[config.mk]
export PLATFORM = sky130hd
export DESIGN_NAME = cordic
export DESIGN_NICKNAME = d
export VERILOG_FILES = /design/src/rtl/cordic.sv
export SDC_FILE = /design/constraint.sdc
export NUM_CORES = 1
export LEC_CHECK = 0
export ABC_AREA = 1
export BUFFER_PORTS_ARGS = -buffer_cell sky130_fd_sc_hd__clkbuf_2
export CAP_MARGIN = 20
export CORE_ASPECT_RATIO = 1.4
export CORE_UTILIZATION = 28
export CTS_BUF_LIST = sky130_fd_sc_hd__clkbuf_8 sky130_fd_sc_hd__clkbuf_16
export DETAILED_ROUTE_END_ITERATION = 10
export SYNTH_ARGS = -nofsm -noshare
export SYNTH_HDL_FRONTEND = slang
export SYNTH_SLANG_ARGS = --single-unit
[constraint.sdc]
create_clock -name clk -period 4.1 [get_ports clk]
set_input_delay 0.41 -clock clk [delete_from_list [all_inputs] [get_ports clk]]
set_output_delay 0.41 -clock clk [all_outputs]
set_load 0.02 [all_outputs]
[src/rtl/cordic.sv]
// -----------------------------------------------------------------------------
// cordic -- iterative rotation-mode CORDIC producing cos/sin of an angle.
//
// A pulse on init loads the angle and starts N_ITER micro-rotations, one per
// clock. A final cycle copies the rotated vector into the output registers and
// raises done. done and the outputs hold until the next accepted init.
//
// Ports
//   clk           rising-edge clock
//   reset         synchronous, active-high reset
//   target_angle  signed Q2.16 angle in radians, legal -pi/2..+pi/2
//   init          start strobe; accepted in any state (restarts a run)
//   cosine        signed Q2.16 cos(target_angle), registered
//   sine          signed Q2.16 sin(target_angle), registered
//   done          result valid; cleared by the next accepted init
// -----------------------------------------------------------------------------
module cordic #(
    parameter int N_ITER = 16
) (
    input  logic        clk,
    input  logic        reset,
    input  logic [17:0] target_angle,
    input  logic        init,
    output logic [17:0] cosine,
    output logic [17:0] sine,
    output logic        done
);

    // x/y carry extra fraction bits below Q2.16 so the per-iteration shift
    // truncation does not pile up in the final 18-bit result.
    localparam int GUARD = 4;
    localparam int XY_W  = 18 + GUARD;

    // CORDIC gain compensation K = 0.6072529 (39797 in Q2.16), pre-scaled
    // into the guarded x/y format.
    localparam logic signed [XY_W-1:0] K_INIT = 22'sd636752;

    localparam logic [4:0] LAST_ITER = 5'(N_ITER - 1);

    typedef enum logic [1:0] {
        IDLE,
        RUN,
        FINISH
    } state_t;

    state_t                  state_q;
    logic signed [XY_W-1:0]  x_q, y_q;
    logic signed [17:0]      z_q;
    logic [4:0]              i_q;
    logic [17:0]             cos_q, sin_q;
    logic                    done_q;

    logic signed [XY_W-1:0]  x_d, y_d;
    logic signed [17:0]      z_d;
    logic signed [XY_W-1:0]  x_sh, y_sh;
    logic signed [17:0]      atan_i;

    // round(atan(2^-i) * 65536), Q2.16 radians
    function automatic logic signed [17:0] atan_lut(input logic [4:0] idx);
        logic signed [17:0] v;
        case (idx)
            5'd0:    v = 18'sd51472;
            5'd1:    v = 18'sd30386;
            5'd2:    v = 18'sd16055;
            5'd3:    v = 18'sd8150;
            5'd4:    v = 18'sd4091;
            5'd5:    v = 18'sd2047;
            5'd6:    v = 18'sd1024;
            5'd7:    v = 18'sd512;
            5'd8:    v = 18'sd256;
            5'd9:    v = 18'sd128;
            5'd10:   v = 18'sd64;
            5'd11:   v = 18'sd32;
            5'd12:   v = 18'sd16;
            5'd13:   v = 18'sd8;
            5'd14:   v = 18'sd4;
            5'd15:   v = 18'sd2;
            default: v = 18'sd0;
        endcase
        return v;
    endfunction

    // Drop the guard bits: arithmetic shift right then keep 18 bits, i.e.
    // two's-complement truncation toward minus infinity.
    function automatic logic [17:0] trunc_out(input logic signed [XY_W-1:0] v);
        return v[XY_W-1:GUARD];
    endfunction

    // One micro-rotation. Direction follows the sign of the residual angle.
    always_comb begin
        x_sh   = x_q >>> i_q;
        y_sh   = y_q >>> i_q;
        atan_i = atan_lut(i_q);
        x_d    = x_q;
        y_d    = y_q;
        z_d    = z_q;
        if (!z_q[17]) begin
            x_d = x_q - y_sh;
            y_d = y_q + x_sh;
            z_d = z_q - atan_i;
        end else begin
            x_d = x_q + y_sh;
            y_d = y_q - x_sh;
            z_d = z_q + atan_i;
        end
    end

    always_ff @(posedge clk) begin
        if (reset) begin
            state_q <= IDLE;
            x_q     <= '0;
            y_q     <= '0;
            z_q     <= '0;
            i_q     <= '0;
            cos_q   <= '0;
            sin_q   <= '0;
            done_q  <= 1'b0;
        end else if (init) begin
            // Accepted in every state: an in-flight run is simply discarded.
            state_q <= RUN;
            x_q     <= K_INIT;
            y_q     <= '0;
            z_q     <= signed'(target_angle);
            i_q     <= '0;
            done_q  <= 1'b0;
        end else begin
            case (state_q)
                RUN: begin
                    x_q <= x_d;
                    y_q <= y_d;
                    z_q <= z_d;
                    i_q <= i_q + 5'd1;
                    if (i_q == LAST_ITER) begin
                        state_q <= FINISH;
                    end
                end
                FINISH: begin
                    cos_q   <= trunc_out(x_q);
                    sin_q   <= trunc_out(y_q);
                    done_q  <= 1'b1;
                    state_q <= IDLE;
                end
                default: begin
                    state_q <= IDLE;
                end
            endcase
        end
    end

    assign cosine = cos_q;
    assign sine   = sin_q;
    assign done   = done_q;

endmodule

==> run metrics <==
Final min period=4130 ps; most common cell after layout, fill and taps aside=nand2_1; Setup CP Type=flop to flop; initial antenna violation count=0; CTS Buffer Depth=2; dpl ws=-319 ps; Critical Path Slowest Stage Cell=dfxtp_4; syn avg cell area=6.17 um^2; Leak=0.00747 uW; Site Rows=84; GPL Wtd Cong=0.924; Clock Skews=12.0 ps; area grow syn2layout=38.1%; clk_lat worst skew=450 ps; crit-path max cell delay=410 ps; Post-synth EDFFs=0; I/O Buffers=57; endpoints failing hold=0; Worst VDD drop=0.262 mV; worst relative slew slack=0.396; CTS Buf Count=17; Clock Pin Slew Worst Setup and Hold Paths=70 ps; final worst slack=-28.8 ps; largest net degree at the start of global routing=52; Post-DP Area=12,900 um^2; ANT nets after route=0; CP Max Fanout=6; first-pass GRT wire length=60.4 mm; DP Wirelength=28.6 mm; post-synthesis sequential area ratio=0.227; Distinct cells, synth=43; failing checks=setup timing; grt ovf=0; worst path buffer plus inverter count=7; fraction of layout cells with a size suffix above 1=0.264; final WL=38.5 mm; most frequent cells in the layout=nand2_1, buf_4, inv_1; clock root cell=clkbuf_16; CP delay by family, top=simple AND/OR/NAND/NOR gates; total track usage=0.195; Die W=168 um; Synth async-reset ratio=0; achievable frequency=242 MHz; FF-to-FF setup slack=-30 ps; DR vias/cell=4.99; Primary FF master, synth=dfxtp_1; Data required, critical path=4500 ps; RSZ-0062 raised after global routing=true; n_diodes=0; fin area=14,900 um^2; CTS hold repair buffers=0; Tightest Pin Transition=905 ps; Worst Setup End Kind=flop; Critical Path AT=4530 ps; CP Launch Type=flop; nets=2,083; I/O Pins=58; DRC Markers=0; H-tree levels=4; wire length per cell=15.6 um; Mapped Nets=1,843; clk sink count=122; DR pass1 iterations=5; Final Max Tran Viols=0; cells after synthesis=1,747; Vias=12.3k; vias in the first global route=12.0k; Power, Total=5850 uW; starting density of the core=0.285; Mapped Area=10,800 um^2; synthesized flop and latch total=122; TritonCTS clock tree=done; setup TNS=-42.5 ps; Die Ht=234 um; Iteration-0 DRC Markers=865; final cycle utilization of the critical path=1.01; Setup-failing EPs final=2; utilization after layout=0.394; Hold Path Class=input port to flop; Ys Warns=0; Max Cap Viol=0; die area=39,300 um^2; Pwr Density=394 nW/um^2; status=finished with violations; core footprint=37,700 um^2
repair_timing:
| item | 4_1_cts | 5_1_grt |
|---|---|---|
| pin swaps | 25 | 71 |
| cloned | 6 | 0 |
| gates resized for setup | 71 | 156 |
| hold endpoints to repair | 0 | 0 |
| buffers inserted | 15 | 20 |
| setup endpoints to repair | 12 | 23 |
Yosys cell counts, types with 19 or more instances:
master | number | area [um^2]
nand2_1 | 470 | 1760
a31oi_1 | 27 | 169
dfxtp_1 | 122 | 2440
xnor2_1 | 39 | 342
nor2_1 | 144 | 541
inv_1 | 175 | 657
ha_1 | 72 | 901
clkbuf_1 | 38 | 143
buf_2 | 19 | 95.1
a21oi_1 | 137 | 686
nand3_1 | 181 | 906
o21ai_0 | 122 | 611
xor2_1 | 57 | 499
cell type report:
cell class	count	area, um^2
fill	3960	22900
inverter	183	697
clock buffer	18	439
tap	473	592
multi-input combinational	1367	8140
clock inverter	14	194
sequential	122	2450
timing repair buffer	296	2360
stage by stage:
step,std cells,hold WS (ps)
2_1_floorplan,1747,469
3_3_place_gp,2400,431
3_5_place_dp,2400,435
4_1_cts,2453,180
5_1_grt,2473,205
6_report,2473,201
worst min-delay path, stage by stage:
cell and delay, ps:
clkbuf_2 80, nand2_1 50, a31oi_1 70
metal layers:
| metal | track usage | vias up | wire length (um) |
|---|---|---|---|
| met2 | 0.356 | 323 | 19400 |
| met3 | 0.0285 | 103 | 1590 |
| li1 | - | 6248 | - |
| met5 | 0 | - | 0 |
| met4 | 0.0940 | 0 | 1680 |
| met1 | 0.221 | 5672 | 15900 |
power breakdown:
part | internal (uW) | total (uW) | switching, uW
sequential | 1240 | 1320 | 75.1
combinational | 1280 | 2870 | 1590
clock | 1040 | 1660 | 628
cells by family (layout without fill, tap and decap cells):
| kind of cell | Yosys count | in the layout | share of synthesized area |
|---|---|---|---|
| AO/OA/AOI/OAI | 343 | 343 | 0.176 |
| XOR/XNOR | 96 | 96 | 0.0781 |
| AND/OR/NAND/NOR | 853 | 853 | 0.332 |
| buffers and inverters | 258 | 511 | 0.0977 |
| flip-flops | 122 | 122 | 0.227 |
| adder cells (fa/ha/maj) | 75 | 75 | 0.0892 |
path summary, 6_finish.rpt:
kind                                       from          to  depth (start not counted)
worst min register to register       cosine[11]  cosine[11]                          2
worst min-delay path            target_angle[9]      z_q[9]                          3
worst max-delay path                     i_q[0]     y_q[21]                         29
worst max register to register           i_q[0]     y_q[21]                         29
Note: power is estimated with default switching activity, not from simulation.
